**src/rtl/present80_enc_core.sv**
```systemverilog
// Iterative PRESENT-80 encryption core: one full round (addRoundKey, sBoxLayer,
// pLayer) plus one key-schedule step per clock, final whitening with K32.
module present80_enc_core #(
  parameter int NUM_ROUNDS = 31
) (
  input  logic        clk,
  input  logic        rst_n,
  input  logic        start,
  input  logic [63:0] plaintext,
  input  logic [79:0] key,
  output logic        busy,
  output logic        done,
  output logic [63:0] ciphertext
);

  localparam logic [4:0] LAST_ROUND = 5'(NUM_ROUNDS);

  typedef enum logic {
    IDLE = 1'b0,
    RUN  = 1'b1
  } fsm_e;

  fsm_e        fsm_q,   fsm_d;
  logic [63:0] state_q, state_d;
  logic [79:0] key_q,   key_d;
  logic [4:0]  round_q, round_d;
  logic [63:0] ct_q,    ct_d;
  logic        done_q,  done_d;

  logic [63:0] add_key;
  logic [63:0] sub_out;
  logic [63:0] perm_out;
  logic [79:0] key_rot;
  logic [79:0] key_next;

  function automatic logic [3:0] sbox(input logic [3:0] x);
    logic [3:0] y;
    case (x)
      4'h0: y = 4'hC;
      4'h1: y = 4'h5;
      4'h2: y = 4'h6;
      4'h3: y = 4'hB;
      4'h4: y = 4'h9;
      4'h5: y = 4'h0;
      4'h6: y = 4'hA;
      4'h7: y = 4'hD;
      4'h8: y = 4'h3;
      4'h9: y = 4'hE;
      4'hA: y = 4'hF;
      4'hB: y = 4'h8;
      4'hC: y = 4'h4;
      4'hD: y = 4'h7;
      4'hE: y = 4'h1;
      default: y = 4'h2;
    endcase
    return y;
  endfunction

  // Bit j moves to (16*j) mod 63; bit 63 stays put. Pure wiring after synthesis.
  function automatic logic [63:0] p_layer(input logic [63:0] s);
    logic [63:0] p;
    p = '0;
    for (int j = 0; j < 64; j++) begin
      p[(j == 63) ? 63 : ((16 * j) % 63)] = s[j];
    end
    return p;
  endfunction

  always_comb begin
    add_key = state_q ^ key_q[79:16];
    sub_out = '0;
    for (int i = 0; i < 16; i++) begin
      sub_out[4*i +: 4] = sbox(add_key[4*i +: 4]);
    end
    perm_out = p_layer(sub_out);
  end

  // Key schedule step: rotate left 61, S-box the top nibble, mix in the round counter.
  assign key_rot  = {key_q[18:0], key_q[79:19]};
  assign key_next = {sbox(key_rot[79:76]), key_rot[75:20],
                     key_rot[19:15] ^ round_q, key_rot[14:0]};

  // NOTE: every output of this block gets a default first, so no path can infer a latch.
  always_comb begin
    fsm_d   = fsm_q;
    state_d = state_q;
    key_d   = key_q;
    round_d = round_q;
    ct_d    = ct_q;
    done_d  = 1'b0;
    case (fsm_q)
      IDLE: begin
        if (start) begin
          state_d = plaintext;
          key_d   = key;
          round_d = 5'd1;
          fsm_d   = RUN;
        end
      end
      RUN: begin
        state_d = perm_out;
        key_d   = key_next;
        if (round_q == LAST_ROUND) begin
          ct_d   = perm_out ^ key_next[79:16];
          done_d = 1'b1;
          fsm_d  = IDLE;
        end else begin
          round_d = round_q + 5'd1;
        end
      end
      default: fsm_d = IDLE;
    endcase
  end

  // NOTE: sequential state uses non-blocking assignments only; every register,
  // including the wide datapath ones, is cleared so an abort leaves nothing stale.
  always_ff @(posedge clk or negedge rst_n) begin
    if (!rst_n) begin
      fsm_q   <= IDLE;
      state_q <= '0;
      key_q   <= '0;
      round_q <= '0;
      ct_q    <= '0;
      done_q  <= 1'b0;
    end else begin
      fsm_q   <= fsm_d;
      state_q <= state_d;
      key_q   <= key_d;
      round_q <= round_d;
      ct_q    <= ct_d;
      done_q  <= done_d;
    end
  end

  assign busy       = (fsm_q == RUN);
  assign done       = done_q;
  assign ciphertext = ct_q;

endmodule
```
**config.mk**
```make
export PLATFORM = sky130hd
export DESIGN_NAME = present80_enc_core
export DESIGN_NICKNAME = d
export VERILOG_FILES = /design/src/rtl/present80_enc_core.sv
export SDC_FILE = /design/constraint.sdc
export NUM_CORES = 1
export LEC_CHECK = 0
export BUFFER_PORTS_ARGS = -buffer_cell sky130_fd_sc_hd__buf_2
export CELL_PAD_IN_SITES_DETAIL_PLACEMENT = 1
export CELL_PAD_IN_SITES_GLOBAL_PLACEMENT = 1
export CORE_ASPECT_RATIO = 0.5
export CORE_MARGIN = 4
export CORE_UTILIZATION = 49
export DETAILED_ROUTE_END_ITERATION = 8
export PLACE_DENSITY = 0.95
export SYNTH_ARGS = -nofsm -noshare
export SYNTH_HDL_FRONTEND = slang
export SYNTH_SLANG_ARGS = --single-unit
```
**constraint.sdc**
```tcl
create_clock -name clk -period 3.7 [get_ports clk]
set_clock_uncertainty 0.15 [all_clocks]
set_input_delay 0 -clock clk [delete_from_list [all_inputs] [get_ports clk]]
set_output_delay 0 -clock clk [all_outputs]
set_load 0.01 [all_outputs]
```
# Yosys cells after proc, flatten, opt, wreduce, memory -nomap -nowiden
# Memories as Yosys holds them, arrays and structs flattened.
# Cells that the tools add are included.
[op_classes] reduce_logical=2 mux=12 bitwise=4 n_addsub=1 eq_ne=3
[op_table] cell="case mux 80 bit (2 select lines)" n=1
[op_table] cell="case mux 64 bit (2 select lines)" n=1
[op_table] cell="bitwise XOR 64 bit" n=2
[op_table] cell="two-way mux 80 bit" n=1
[op_table] cell="two-way mux 64 bit" n=1
[op_table] cell="two-way mux 5 bit" n=2
[op_table] cell="case mux 5 bit (2 select lines)" n=1
[op_table] cell="adder 5 x 1 -> 5 bit (second input constant)" n=1
[op_table] cell="equality test 5 bit (second input constant)" n=1
[op_table] cell="bitwise XOR 5 bit" n=1
[op_table] cell="two-way mux 1 bit" n=4
[op_table] cell="inequality test 2 bit (second input constant)" n=2
[op_table] cell="AND reduction 2 bit" n=2
[op_table] cell="case mux 1 bit (2 select lines)" n=1
[op_table] cell="NOT 1 bit" n=1
[word_totals] input_bits=147 mem_bits_ro=1088 output_inout_bits=66 n_memories=17 ff_bits=215
[mem_list] name="(name not given)" words=16 width=4 read_ports=1 rd_clocked_by_memory_dff=0 write_ports=0 line_no="38" text="case (x)"
[mem_list] name="(name not given)" words=16 width=4 read_ports=1 rd_clocked_by_memory_dff=0 write_ports=0 line_no="38"
[mem_list] name="(name not given)" words=16 width=4 read_ports=1 rd_clocked_by_memory_dff=0 write_ports=0 line_no="38"
[mem_list] name="(name not given)" words=16 width=4 read_ports=1 rd_clocked_by_memory_dff=0 write_ports=0 line_no="38"
[mem_list] name="(name not given)" words=16 width=4 read_ports=1 rd_clocked_by_memory_dff=0 write_ports=0 line_no="38"
[mem_list] name="(name not given)" words=16 width=4 read_ports=1 rd_clocked_by_memory_dff=0 write_ports=0 line_no="38"
[mem_list] name="+11 memories"

# Longest topological paths before layout
[depth] depth_word=3 mapped_depth=9 mapped_depth_nobuf=7

# Least setup slack after synthesis
# OpenSTA, ideal clock, no wires.
[synth_path] path_kind="register -> register" from="register round_q[0]" to="register ct_q[10] (netlist: ciphertext[10])" n_path_buf=2 setup_time_ps=125 t_required_ps=3425 t_arrival_ps=1953 stages_incl_launch_ff=9 setup_slack_ps=1473 cell_sequence="dfrtp_1 > ha_1 > and3_1 > ha_1 > buf_2 > nand2_1 > inv_1 > buf_1 > mux2_2"
[synth_between] elab_chain_len=2
[synth_lines] item="from (decl)" line_no="26" text="logic [4:0] round_q, round_d;"
[synth_lines] item="from (signal assigned)" line_no="129" text="round_q <= round_d;"
[synth_lines] item="equality test 5 bit" line_no="103" text="if (round_q == LAST_ROUND) begin"
[synth_lines] item="AND reduction 2 bit (no source line)"
[synth_lines] item="to (signal assigned)" line_no="130" text="ct_q <= ct_d;"
[synth_lines] item="to (decl)" line_no="27" text="logic [63:0] ct_q, ct_d;"
# Every way passes these cells.
# A chain may end at the register's enable or synchronous reset.

# Worst setup path in the final report
[layout_path] from="register key_q[77]" to="register ct_q[15] (netlist: ciphertext[15])"
[layout_between] elab_chain_len=3
[layout_lines] item="from (decl)" line_no="25" text="logic [79:0] key_q, key_d;"
[layout_lines] item="from (signal assigned)" line_no="128" text="key_q <= key_d;"
[layout_lines] item="bitwise XOR 64 bit" line_no="70" text="add_key = state_q ^ key_q[79:16];"
[layout_lines] item="memory read (16 x 4 bit)"
[layout_lines] item="bitwise XOR 64 bit" line_no="104" text="ct_d = perm_out ^ key_next[79:16];"
# Every way passes these cells.

==> results.json <==
{
  "outcome": "finished clean",
  "die_area_um2": 29980,
  "synth_seq_area_share_pct": 40.49,
  "cts_setup_buffers": 0,
  "synth_edf_count": 0,
  "hold_path_end": "busy",
  "placementRows": 42,
  "via_per_inst": 6.977,
  "drt_iter0_markers": 2353,
  "max-cap-violations": 0,
  "syn_nets": 1502,
  "seqCellArea_um2": 5384,
  "clk-insertion-delay-late_ns": 0.56,
  "yosysTopAreaCell": "dfrtp_1",
  "reg2regPathDepth": 7,
  "ant_nets": 0,
  "min_from": "start",
  "synthTopCellsByArea": "dfrtp_1, mux2i_1, ha_1, o21ai_0, xnor2_1",
  "wirelength_um": 71670,
  "cts-resized-gates": 0,
  "hold_violations": 0,
  "synthFlopType": "dfrtp_1",
  "critPathKind": "register to register",
  "synthCells": 1268,
  "min-delay-path-class": "input pin to register",
  "pin_count": 213,
  "drcViolationCount": 0,
  "cts_buffers": 23,
  "critical_path.startpoint_type": "register",
  "cts_sinks": 215,
  "gp_congestion": 0.9452,
  "slew_headroom_pct": 16.68,
  "yosys_warnings": 0,
  "die_h_um": 124.5,
  "ys_types": 30,
  "layout-drive-gt1-share_pct": 19.83,
  "ys_ff_latch": 215,
  "fin_nets": 1826,
  "port-buffer-count": 212,
  "track_usage_pct": 47.33,
  "diodes": 0,
  "synth_top_area_share_pct": 40.49,
  "ctsHoldBuffers": 147,
  "cts_max_level": 1,
  "wl_per_cell_um": 36.55,
  "post-dp-hpwl_um": 36770,
  "setup_violations": 0,
  "synth.most_common_cell": "dfrtp_1",
  "antenna_found_initial": 7,
  "finalMaxSlewViolations": 0,
  "cts_tree": "yes",
  "firstDrtPassIters": 6,
  "die_w_um": 240.9,
  "fill_cells": 2819,
  "r2r-start": "key_q[77]",
  "fmax_mhz": 277.3,
  "coreArea_um2": 26540,
  "finalCritPeriodShare_pct": 97.45,
  "crit_required_ns": 3.99,
  "synthTopCellsByCount": "dfrtp_1, nand2_1, o21ai_0",
  "num_vias": 13680,
  "period_needed_ns": 3.606,
  "path_clk_slew_ns": 0.08,
  "path_max_fanout": 5,
  "initial_utilization_pct": 50.08,
  "cp.arrival_ns": 3.90,
  "finalSetupTns_ns": 0,
  "rsz0062_at_grt": "false",
  "area_growth_pct": 27.40,
  "multi_input_area_um2": 7373,
  "grt_max_degree": 220,
  "cts-root-buf": "clkbuf_16",
  "tightest_slew_ns": 1.237,
  "synth.avg_cell_area_um2": 10.48,
  "worst-r2r-setup-slack_ns": 0.09,
  "grt_overflow": 0,
  "crit_path_end_kind": "register",
  "grt_pass1_vias": 14950,
  "grt_pass1_wl_um": 105400,
  "synth-async-reset-ratio_pct": 100.0,
  "holdPathStages": 3,
  "clk_path_buf_depth": 3,
  "syn_area_um2": 13290,
  "r2r-end": "ciphertext[15]"
}
-- worst max-delay path by stage --
stage,from,end,slack (ns),depth (start not counted)
floorplan,round_q[0],ciphertext[10],1.47,8
global placement,busy,ciphertext[7],1.02,3
detailed placement,round_q[0],ciphertext[12],0.80,6
CTS,round_q[0],ciphertext[10],0.68,6
global route,key_q[77],ciphertext[15],0.15,7
finish,key_q[77],ciphertext[15],0.09,7
-- routing by layer --
metal  part of all wire [%]  GRT usage (%)  vias to the layer above
li1                       -              -                     4975
met1                     34          55.07                     6664
met2                     42          69.48                     1449
met3                     13          19.47                      582
met4                    9.9          36.16                       12
met5                   0.11              0                        -
-- worst max-delay path, cell delays in order, from the launching register on --
cell	delay (ns)
dfrtp_1	0.56
xnor2_1	0.60
inv_1	0.23
ha_1	0.38
mux2i_1	0.25
xor2_1	0.85
xnor2_1	0.15
mux2_2	0.32
-- final cells by class --
type | count | area share, %
Clock buffer | 32 | 4.013
Sequential cell | 215 | 31.80
Multi-Input combinational cell | 914 | 43.55
Timing Repair Buffer | 369 | 15.66
Tap cell | 352 | 2.601
Inverter | 69 | 1.530
Clock inverter | 10 | 0.8425
-- cell usage in the layout (no fill, tap or decap), types with 15 or more instances in the layout --
master,n
dfrtp_1,214
ha_1,87
o21ai_0,153
buf_2,210
clkbuf_16,23
nand2_1,154
a21oi_1,63
mux2i_1,132
dlygate4sd3_1,147
xnor2_1,82
inv_1,69
mux4_2,19
a211oi_1,47
xor2_1,50
nor2b_1,46
mux4_1,15
-- through the flow --
| stage | area, µm² | setup slack [ns] | cells | hold slack (ns) | utilization (%) |
|---|---|---|---|---|---|
| floorplan | 13290 | 1.473 | 1268 | -0.4456 | - |
| global placement | 14640 | 1.016 | 1772 | -0.06109 | 55.15 |
| detailed placement | 14640 | 0.8030 | 1772 | -0.05129 | 55.15 |
| CTS | 16930 | 0.6813 | 1961 | 0.1567 | 63.80 |
| global route | 16930 | 0.1463 | 1961 | 0.1744 | 63.80 |
| finish | 16930 | 0.09429 | 1961 | 0.1424 | 63.80 |
-- kinds of logic (layout without fill, tap and decap cells) --
logic type / count (synthesis) / count (layout) / synth area share, %
AOI/OAI and AO/OA: 267 / 267 / 10.99
xor gates and xnor gates: 153 / 153 / 11.27
adders and majority gates: 87 / 87 / 8.191
buffers and inverters: 139 / 480 / 4.086
DFF: 215 / 215 / 40.49
muxes: 180 / 180 / 17.34
and+or+nand+nor: 227 / 227 / 7.636
-- flip-flops by register name, indices dropped and copies added (netlist names) --
signal,flops
ciphertext,64
done,1
state_q,64
round_q,5
key_q,80
busy,1
Power is not shown: default switching activity piles up to over one toggle a cycle in this logic, so the estimate is an artifact.
